===== config.mk =====
export PLATFORM = sky130hd
export DESIGN_NAME = pc_gen_flat
export DESIGN_NICKNAME = d
export VERILOG_FILES = /design/src/rtl/pc_gen_if.sv /design/src/rtl/pc_gen.sv /design/src/flat_wrapper.sv
export SDC_FILE = /design/constraint.sdc
export NUM_CORES = 1
export LEC_CHECK = 0
export BUFFER_PORTS_ARGS = -buffer_cell sky130_fd_sc_hd__buf_2
export CORE_ASPECT_RATIO = 1.5
export CORE_MARGIN = 2
export CORE_UTILIZATION = 40
export CTS_BUF_LIST = sky130_fd_sc_hd__clkbuf_8
export DETAILED_ROUTE_END_ITERATION = 6
export GPL_TIMING_DRIVEN = 0
export PLACE_DENSITY = 0.61
export REMOVE_ABC_BUFFERS = 1
export SLEW_MARGIN = 25
export SYNTH_ARGS = -nofsm -noshare
export SYNTH_HDL_FRONTEND = slang
export SYNTH_SLANG_ARGS = --single-unit

===== constraint.sdc =====
create_clock -name clk -period 5.8 [get_ports clk]
set_clock_uncertainty 0.2 [all_clocks]
set_input_delay 0.58 -clock clk [delete_from_list [all_inputs] [get_ports clk]]
set_output_delay 0.58 -clock clk [all_outputs]
set_load 0.01 [all_outputs]

===== src/rtl/pc_gen_if.sv =====
// Fetch-side bundle for the PC generator: fetch handshake, redirect/trap requests and RAS hints.
// The master modport is the PC generator and the slave modport is the fetch/branch side.
interface pc_gen_if #(
    parameter int XLEN = 32,
    parameter int CW   = 3
) ();
    logic            fetch_valid;
    logic            fetch_ready;
    logic [XLEN-1:0] pc;
    logic            redirect_valid;
    logic [XLEN-1:0] redirect_target;
    logic            trap_valid;
    logic [XLEN-1:0] trap_vector;
    logic            ras_push;
    logic [XLEN-1:0] ras_push_addr;
    logic            ras_pop;
    logic [CW-1:0]   ras_count;
    logic            misaligned;

    modport master (
        output fetch_valid, pc, ras_count, misaligned,
        input  fetch_ready, redirect_valid, redirect_target, trap_valid, trap_vector,
               ras_push, ras_push_addr, ras_pop
    );

    modport slave (
        input  fetch_valid, pc, ras_count, misaligned,
        output fetch_ready, redirect_valid, redirect_target, trap_valid, trap_vector,
               ras_push, ras_push_addr, ras_pop
    );
endinterface


===== src/rtl/pc_gen.sv =====
// Fetch PC generator: trap > redirect > RAS prediction > sequential step, with a
// circular return-address stack that overwrites its oldest entry when full.
module pc_gen #(
    parameter int                XLEN         = 32,
    parameter logic [XLEN-1:0]   RESET_VECTOR = '0,
    parameter int                ALIGN        = 4,
    parameter int                RAS_DEPTH    = 4
) (
    input  logic      clk,
    input  logic      rst,
    pc_gen_if.master  bus
);
    localparam int              PW         = $clog2(RAS_DEPTH);
    localparam int              CW         = PW + 1;
    localparam logic [XLEN-1:0] ALIGN_MASK = XLEN'(ALIGN - 1);
    localparam logic [XLEN-1:0] STEP       = XLEN'(ALIGN);
    localparam logic [CW-1:0]   FULL       = CW'(RAS_DEPTH);

    logic [XLEN-1:0] pc_q, pc_d;
    logic            fetch_valid_q, fetch_valid_d;
    logic            misaligned_q, misaligned_d;
    logic [CW-1:0]   ras_cnt_q, ras_cnt_d;
    logic [PW-1:0]   ras_ptr_q, ras_ptr_d;
    logic [XLEN-1:0] ras_mem_q [RAS_DEPTH];
    logic [XLEN-1:0] ras_mem_d [RAS_DEPTH];

    logic            accept;
    logic            ras_empty;
    logic            ras_full;
    logic            redir_mis;
    logic [PW-1:0]   top_idx;
    logic [XLEN-1:0] ras_top;

    // ras_ptr_q is the next write slot; the top entry sits just below it.
    assign accept    = fetch_valid_q & bus.fetch_ready;
    assign ras_empty = (ras_cnt_q == '0);
    assign ras_full  = (ras_cnt_q == FULL);
    assign redir_mis = (bus.redirect_target & ALIGN_MASK) != '0;
    assign top_idx   = ras_ptr_q - PW'(1);
    assign ras_top   = ras_mem_q[top_idx];

    always_comb begin
        pc_d          = pc_q;
        fetch_valid_d = 1'b1;
        misaligned_d  = 1'b0;
        ras_cnt_d     = ras_cnt_q;
        ras_ptr_d     = ras_ptr_q;
        ras_mem_d     = ras_mem_q;

        if (bus.trap_valid) begin
            pc_d      = bus.trap_vector & ~ALIGN_MASK;
            ras_cnt_d = '0;
            ras_ptr_d = '0;
        end else if (bus.redirect_valid) begin
            if (redir_mis) begin
                misaligned_d = 1'b1;
            end else begin
                pc_d = bus.redirect_target;
            end
        end else if (accept) begin
            pc_d = pc_q + STEP;
            if (bus.ras_pop && !ras_empty) begin
                pc_d = ras_top;
            end
            if (bus.ras_push && bus.ras_pop && !ras_empty) begin
                ras_mem_d[top_idx] = bus.ras_push_addr;
            end else if (bus.ras_pop && !ras_empty) begin
                ras_ptr_d = top_idx;
                ras_cnt_d = ras_cnt_q - CW'(1);
            end else if (bus.ras_push) begin
                // When full the write slot holds the oldest entry, so it is overwritten.
                ras_mem_d[ras_ptr_q] = bus.ras_push_addr;
                ras_ptr_d            = ras_ptr_q + PW'(1);
                if (!ras_full) begin
                    ras_cnt_d = ras_cnt_q + CW'(1);
                end
            end
        end
    end

    always_ff @(posedge clk or negedge rst) begin
        if (!rst) begin
            pc_q          <= RESET_VECTOR;
            fetch_valid_q <= 1'b0;
            misaligned_q  <= 1'b0;
            ras_cnt_q     <= '0;
            ras_ptr_q     <= '0;
            for (int i = 0; i < RAS_DEPTH; i++) begin
                ras_mem_q[i] <= '0;
            end
        end else begin
            pc_q          <= pc_d;
            fetch_valid_q <= fetch_valid_d;
            misaligned_q  <= misaligned_d;
            ras_cnt_q     <= ras_cnt_d;
            ras_ptr_q     <= ras_ptr_d;
            ras_mem_q     <= ras_mem_d;
        end
    end

    assign bus.pc          = pc_q;
    assign bus.fetch_valid = fetch_valid_q;
    assign bus.ras_count   = ras_cnt_q;
    assign bus.misaligned  = misaligned_q;
endmodule


===== src/flat_wrapper.sv =====
// flat-port wrapper written by rule: the top's interface ports become plain ports
module pc_gen_flat 
#(
    parameter int                XLEN         = 32,
    parameter logic [XLEN-1:0]   RESET_VECTOR = '0,
    parameter int                ALIGN        = 4,
    parameter int                RAS_DEPTH    = 4
)
  (clk, rst, bus_fetch_valid, bus_pc, bus_ras_count, bus_misaligned, bus_fetch_ready, bus_redirect_valid, bus_redirect_target, bus_trap_valid, bus_trap_vector, bus_ras_push, bus_ras_push_addr, bus_ras_pop);
  pc_gen_if #(.XLEN(XLEN), .CW(3)) bus_i ();
  input  logic clk;
  input  logic rst;
  output wire logic [$bits(bus_i.fetch_valid)-1:0] bus_fetch_valid;
  output wire logic [$bits(bus_i.pc)-1:0] bus_pc;
  output wire logic [$bits(bus_i.ras_count)-1:0] bus_ras_count;
  output wire logic [$bits(bus_i.misaligned)-1:0] bus_misaligned;
  input wire logic [$bits(bus_i.fetch_ready)-1:0] bus_fetch_ready;
  input wire logic [$bits(bus_i.redirect_valid)-1:0] bus_redirect_valid;
  input wire logic [$bits(bus_i.redirect_target)-1:0] bus_redirect_target;
  input wire logic [$bits(bus_i.trap_valid)-1:0] bus_trap_valid;
  input wire logic [$bits(bus_i.trap_vector)-1:0] bus_trap_vector;
  input wire logic [$bits(bus_i.ras_push)-1:0] bus_ras_push;
  input wire logic [$bits(bus_i.ras_push_addr)-1:0] bus_ras_push_addr;
  input wire logic [$bits(bus_i.ras_pop)-1:0] bus_ras_pop;
  assign bus_fetch_valid = bus_i.fetch_valid;
  assign bus_pc = bus_i.pc;
  assign bus_ras_count = bus_i.ras_count;
  assign bus_misaligned = bus_i.misaligned;
  assign bus_i.fetch_ready = bus_fetch_ready;
  assign bus_i.redirect_valid = bus_redirect_valid;
  assign bus_i.redirect_target = bus_redirect_target;
  assign bus_i.trap_valid = bus_trap_valid;
  assign bus_i.trap_vector = bus_trap_vector;
  assign bus_i.ras_push = bus_ras_push;
  assign bus_i.ras_push_addr = bus_ras_push_addr;
  assign bus_i.ras_pop = bus_ras_pop;
  pc_gen #(.XLEN(XLEN), .RESET_VECTOR(RESET_VECTOR), .ALIGN(ALIGN), .RAS_DEPTH(RAS_DEPTH)) u_core (.clk(clk), .rst(rst), .bus(bus_i));
endmodule

# After elaboration in Yosys (flattened, before gate mapping)
# Cells that the tools add are included.
[word_totals]
register_bits = 167
input_bits = 103
out_inout_bits = 37
[classes]
addsub = 5
n_lt_le_gt_ge = 4
n_eq_ne = 6
muxes = 33
bitwise_logic = 5
n_reduce_logical = 16
[ops]
columns = ["operator", "n"]
rows = [
  ["$mux W128", 3],
  ["$mux W32", 9],
  ["$bwmux W128", 2],
  ["$demux W32 S2", 2],
  ["$bmux W32 S2", 1],
  ["$add A32 B3 Y32 const B", 1],
  ["$reduce_bool A32 Y1", 1],
  ["$mux W3", 7],
  ["$mux W2", 6],
  ["$reduce_and A5 Y1", 2],
  ["$ge A3 B3 Y1 const B", 2],
  ["$lt A3 B1 Y1 const B", 2],
  ["$ne A3 B3 Y1 const B", 2],
  ["$not A2 Y3", 2],
  ["$reduce_bool A3 Y1", 2],
  ["$logic_and A1 B1 Y1", 5],
  ["$ne A2 B2 Y1 const B", 2],
  ["$reduce_and A4 Y1", 1],
  ["$reduce_bool A2 Y1", 2],
  ["$add A3 B1 Y3 const B", 1],
  ["$eq A3 B3 Y1 const B", 1],
  ["$logic_not A3 Y1", 1],
  ["$mux W1", 3],
  ["$sub A3 B1 Y3 const B", 1],
  ["other kinds (7)", 8],
]

# Depth between registers and ports, before layout
[logic_depth]
ltp_word = 9
depth_mapped = 12
mapped_depth_nobuf = 7

# Worst setup path after synthesis
# No wires, ideal clock.
[synth_path]
kind = "register to register"
from = "reg u_core.ras_ptr_q[0]"
to = "reg u_core.pc_q[25], in the netlist u_core.bus.pc[25]"
setup_time_ns = 0.136
arrival_ns = 2.719
required_time_ns = 5.464
setup_slack_ns = 2.745
path_stages_with_launch = 12
path_buffers = 6
synth_period_minus_slack_ns = 3.055
path_cell_list = "dfrtp_1 -> buf_2 -> buf_6 -> buf_4 -> inv_1 -> ha_1 -> buf_2 -> buf_2 -> clkbuf_1 -> mux4_2 -> a221oi_1 -> o21ai_0"
[synth_between]
elab_chain_cells = 9
[synth_lines]
columns = ["element", "line_no", "rtl"]
rows = [
  ["start, declared", "pc_gen.sv:23", "logic [PW-1:0] ras_ptr_q, ras_ptr_d;"],
  ["start signal, assigned", "pc_gen.sv:96", "ras_ptr_q <= ras_ptr_d;"],
  ["$sub A2 B1 Y2", "pc_gen.sv:39", "assign top_idx = ras_ptr_q - PW'(1);"],
  ["$not A2 Y3 (not written as such)", "pc_gen.sv:40", "assign ras_top = ras_mem_q[top_idx];"],
  ["$bmux W32 S2", "pc_gen.sv:40", ""],
  ["$mux W32 (not written as such) (2 in a row)", "pc_gen.sv:40", ""],
  ["$mux W32", "pc_gen.sv:62", "if (bus.ras_pop && !ras_empty) begin"],
  ["$mux W32", "pc_gen.sv:60", "end else if (accept) begin"],
  ["$mux W32", "pc_gen.sv:54", "end else if (bus.redirect_valid) begin"],
  ["$mux W32", "pc_gen.sv:50", "if (bus.trap_valid) begin"],
  ["end signal, assigned", "pc_gen.sv:92", "pc_q <= pc_d;"],
  ["end, declared", "pc_gen.sv:19", "logic [XLEN-1:0] pc_q, pc_d;"],
]
# Every way passes these cells. The select of a mux whose other input is x is not followed.
# A chain may end at the register's enable or synchronous reset.

# Final worst setup path
[layout_path]
from = "reg u_core.ras_ptr_q[0]"
to = "reg u_core.pc_q[17], in the netlist u_core.bus.pc[17]"
# The elaborated chain is that of the path after synthesis.

==> key figures <==
Power
  – Leakage: 4.62 nW
  – PD cells: 262 nW/um^2
  – Maximum VDD drop: 0.130 mV

GRT
  – All-layer global routing usage: 21.7%
  – Remaining Overflow, GRT: 0
  – Initial antenna violation count: 2
  – Vias in the first global route: 6,368
  – Largest net degree at the start of global routing: 67
  – First-pass GRT wire length: 36,600 um

Timing
  – Final hold viol count: 0
  – # setup viols final: 0
  – Max-Slew Margin vs Limit: 32.9%
  – Tmin final: 3230 ps
  – Period utilisation layout: 55.7%
  – Setup TNS: 0 ps
  – Worst Max-Slew Pin Slew: 1010 ps
  – RSZ-0062 raised after global routing: no
  – Max Fclk: 0.309 GHz
  – Max Transition Viols Final: 0

Clock tree
  – TritonCTS Buffers: 17
  – # Post-CTS Setup Buffers: 0
  – CTS Root Cell: clkbuf_8
  – Clk buf depth: 2
  – Worst-path clk slew: 90 ps
  – CTS tree: built
  – Clock Latency Late Sink: 460 ps
  – H-Tree Depth: 4
  – Clk sinks: 167

Cells and area
  – Footprint of the multi-input gates: 4130 um^2
  – Cell Count, Final, Fillers Out: 1,087
  – Register area: 4180 um^2
  – Share of layout cells above drive strength 1: 43.2%
  – Area Growth Syn to Fin: 18.8%
  – Final-stage net count: 917
  – Fillers: 1,901

Yosys
  – Top cell type's share of synthesized area: 48.8%
  – Number of enable flip-flop cells after synthesis: 0
  – Most numerous cell in the Yosys netlist: dfrtp_1
  – Sequential area share after synthesis: 48.8%
  – Post-synthesis cell count: 680
  – Cell taking the most area after synthesis: dfrtp_1
  – Yosys warnings: 0
  – Synth area leaders: dfrtp_1 49%, mux2_2 16%, mux4_2 8.4%
  – Top cell types by occurrence after synthesis: 167 x dfrtp_1, 119 x mux2_2, 39 x nand2_1, 32 x mux4_2, 30 x o21ai_0
  – Primary FF master, synth: dfrtp_1
  – Syn Area/Cell: 12.6 um^2
  – Yosys cell types: 66
  – Post-synth ARST share: 100%
  – Yosys reg bits: 167
  – Synthesized area: 8560 um^2

Worst setup path
  – Crit path cell chain: buf_16 > inv_1 > ha_2 > buf_12 > mux4_2 > a221o_1 > a32oi_1 > o21ai_0
  – Worst Path Max Fanout: 28
  – CP arrival: 3370 ps
  – CP max stage delay: 670 ps
  – Critical Path End Type: flip-flop
  – Slowest cell on crit path: ha_2
  – Startpoint Class: flip-flop
  – Critical path type: reg2reg
  – FF-to-FF setup slack: 2570 ps
  – Worst Path Required: 5940 ps

Placed design
  – Dpl hpwl: 16,900 um
  – Placed Cells incl. Taps: 1,054
  – RD Place Congestion: 0.812
  – Number of port buffers: 137

Die
  – Die Height: 183 um
  – Initial Utilization: 40.6%
  – Rows: 65
  – I/O pins: 140
  – Chip width: 123 um
  – Die area: 22,600 um^2
  – Core ar.: 21,100 um^2

Run
  – Total of max-cap violations: 0

Detailed routing
  – Routed via count: 6,253
  – Pre-antenna DRT Iters: 5
  – # DRC: 0
  – Antenna viol nets, final: 0
  – DR iter-0 viols: 345
  – Post-Route WL: 23,300 um
  – WL per Instance: 21.4 um
  – Via density per instance: 5.75

Min path
  – Worst Hold Class: in2reg

Outcome
  – Status: complete, no violations
## per-layer routing
metal  GRT usage, %  vias to the layer above  routed length, um
met4           8.68                        0                717
met1           27.3                     3216               9790
met5              0                        -                  0
met3           3.95                       43                925
li1               -                     2848                  -
met2           36.4                      146              11900
## critical path, delay by kind of cell, from the launching register on
kind | cells | cell delay, ps
flip-flops | 1 | 580
adder cells (fa/ha/maj) | 1 | 670
AO/OA/AOI/OAI | 3 | 610
multiplexers | 1 | 330
buffers and inverters | 3 | 690
## cell families after synthesis
family                   share of synthesized area, %
AO/OA/AOI/OAI                                    11.7
flip-flops                                       48.8
other                                          0.0438
AND/OR/NAND/NOR                                  7.80
multiplexers                                     25.6
buffers and inverters                            3.64
adder cells (fa/ha/maj)                          1.17
XOR/XNOR                                         1.23
## flip-flops by register name (all words and copies together), names as in the netlist
signal                  count
u_core.ras_mem_q          128
u_core.bus.pc              32
u_core.bus.ras_count        3
u_core.ras_ptr_q            2
u_core.bus.fetch_valid      1
u_core.bus.misaligned       1
## final timing paths
check                                 startpoint              endpoint  cells after the start
setup / recovery             u_core.ras_ptr_q[0]     u_core.bus.pc[17]                      8
hold / removal             bus_ras_push_addr[25]  u_core.ras_mem_q[25]                      2
setup reg to reg             u_core.ras_ptr_q[0]     u_core.bus.pc[17]                      8
hold reg to reg             u_core.ras_mem_q[81]  u_core.ras_mem_q[81]                      1
max in group asynchronous                    rst      u_core.bus.pc[7]                      4
min in group asynchronous                    rst  u_core.ras_mem_q[58]                      2
## stage by stage
| stage | setup slack (ps) | area [um^2] | total power, mW | hold WS (ps) | util, % |
|---|---|---|---|---|---|
| 2_1_floorplan | 1730 | 8290 | 1.60 | 84.4 | - |
| 5_1_grt | 2430 | 10200 | 2.80 | 172 | 48.3 |
| 4_1_cts | 2550 | 10200 | 2.70 | 156 | 48.3 |
| 3_5_place_dp | 2350 | 9740 | 1.82 | 269 | 46.2 |
| 6_report | 2570 | 10200 | 2.67 | 182 | 48.3 |
| 3_3_place_gp | 69.5 | 9310 | 1.79 | 262 | 44.2 |
## power breakdown
group / internal, mW / switching, mW / leakage [nW]
clock network: 0.446 / 0.430 / 0.211
registers: 1.29 / 0.100 / 2.21
logic: 0.200 / 0.205 / 2.20
## cell type report
class,instances,area share (%)
multi-input cells,454,40.6
flip-flops and latches,167,41.1
well taps,268,3.30
clock buffers,19,2.57
repair buffers,156,10.5
diodes,1,0.0246
inverters,10,0.369
clock inverters,12,1.50
## cells in the final DEF (no fill, tap or decap), types with 8 or more instances in the layout
cell and instances:
a221oi_1 10, inv_1 12, o211ai_1 9, nand3_1 15, mux2_2 119, o21ai_0 30
buf_16 9, a22oi_1 12, mux2_1 9, a221o_1 8, nand4_1 8, nand2_1 39
mux4_2 32, dfrtp_1 166, buf_2 136, xor2_1 8, nor3_1 8, clkbuf_8 19
nor2_1 29, a21oi_1 19
## timing repair
action / in CTS / in global routing
resized for setup: 0 / 0
endpoints found under the hold margin: 48 / 0
hold buffers: 1 / 0
No activity file was read; power rests on OpenSTA's default activity.
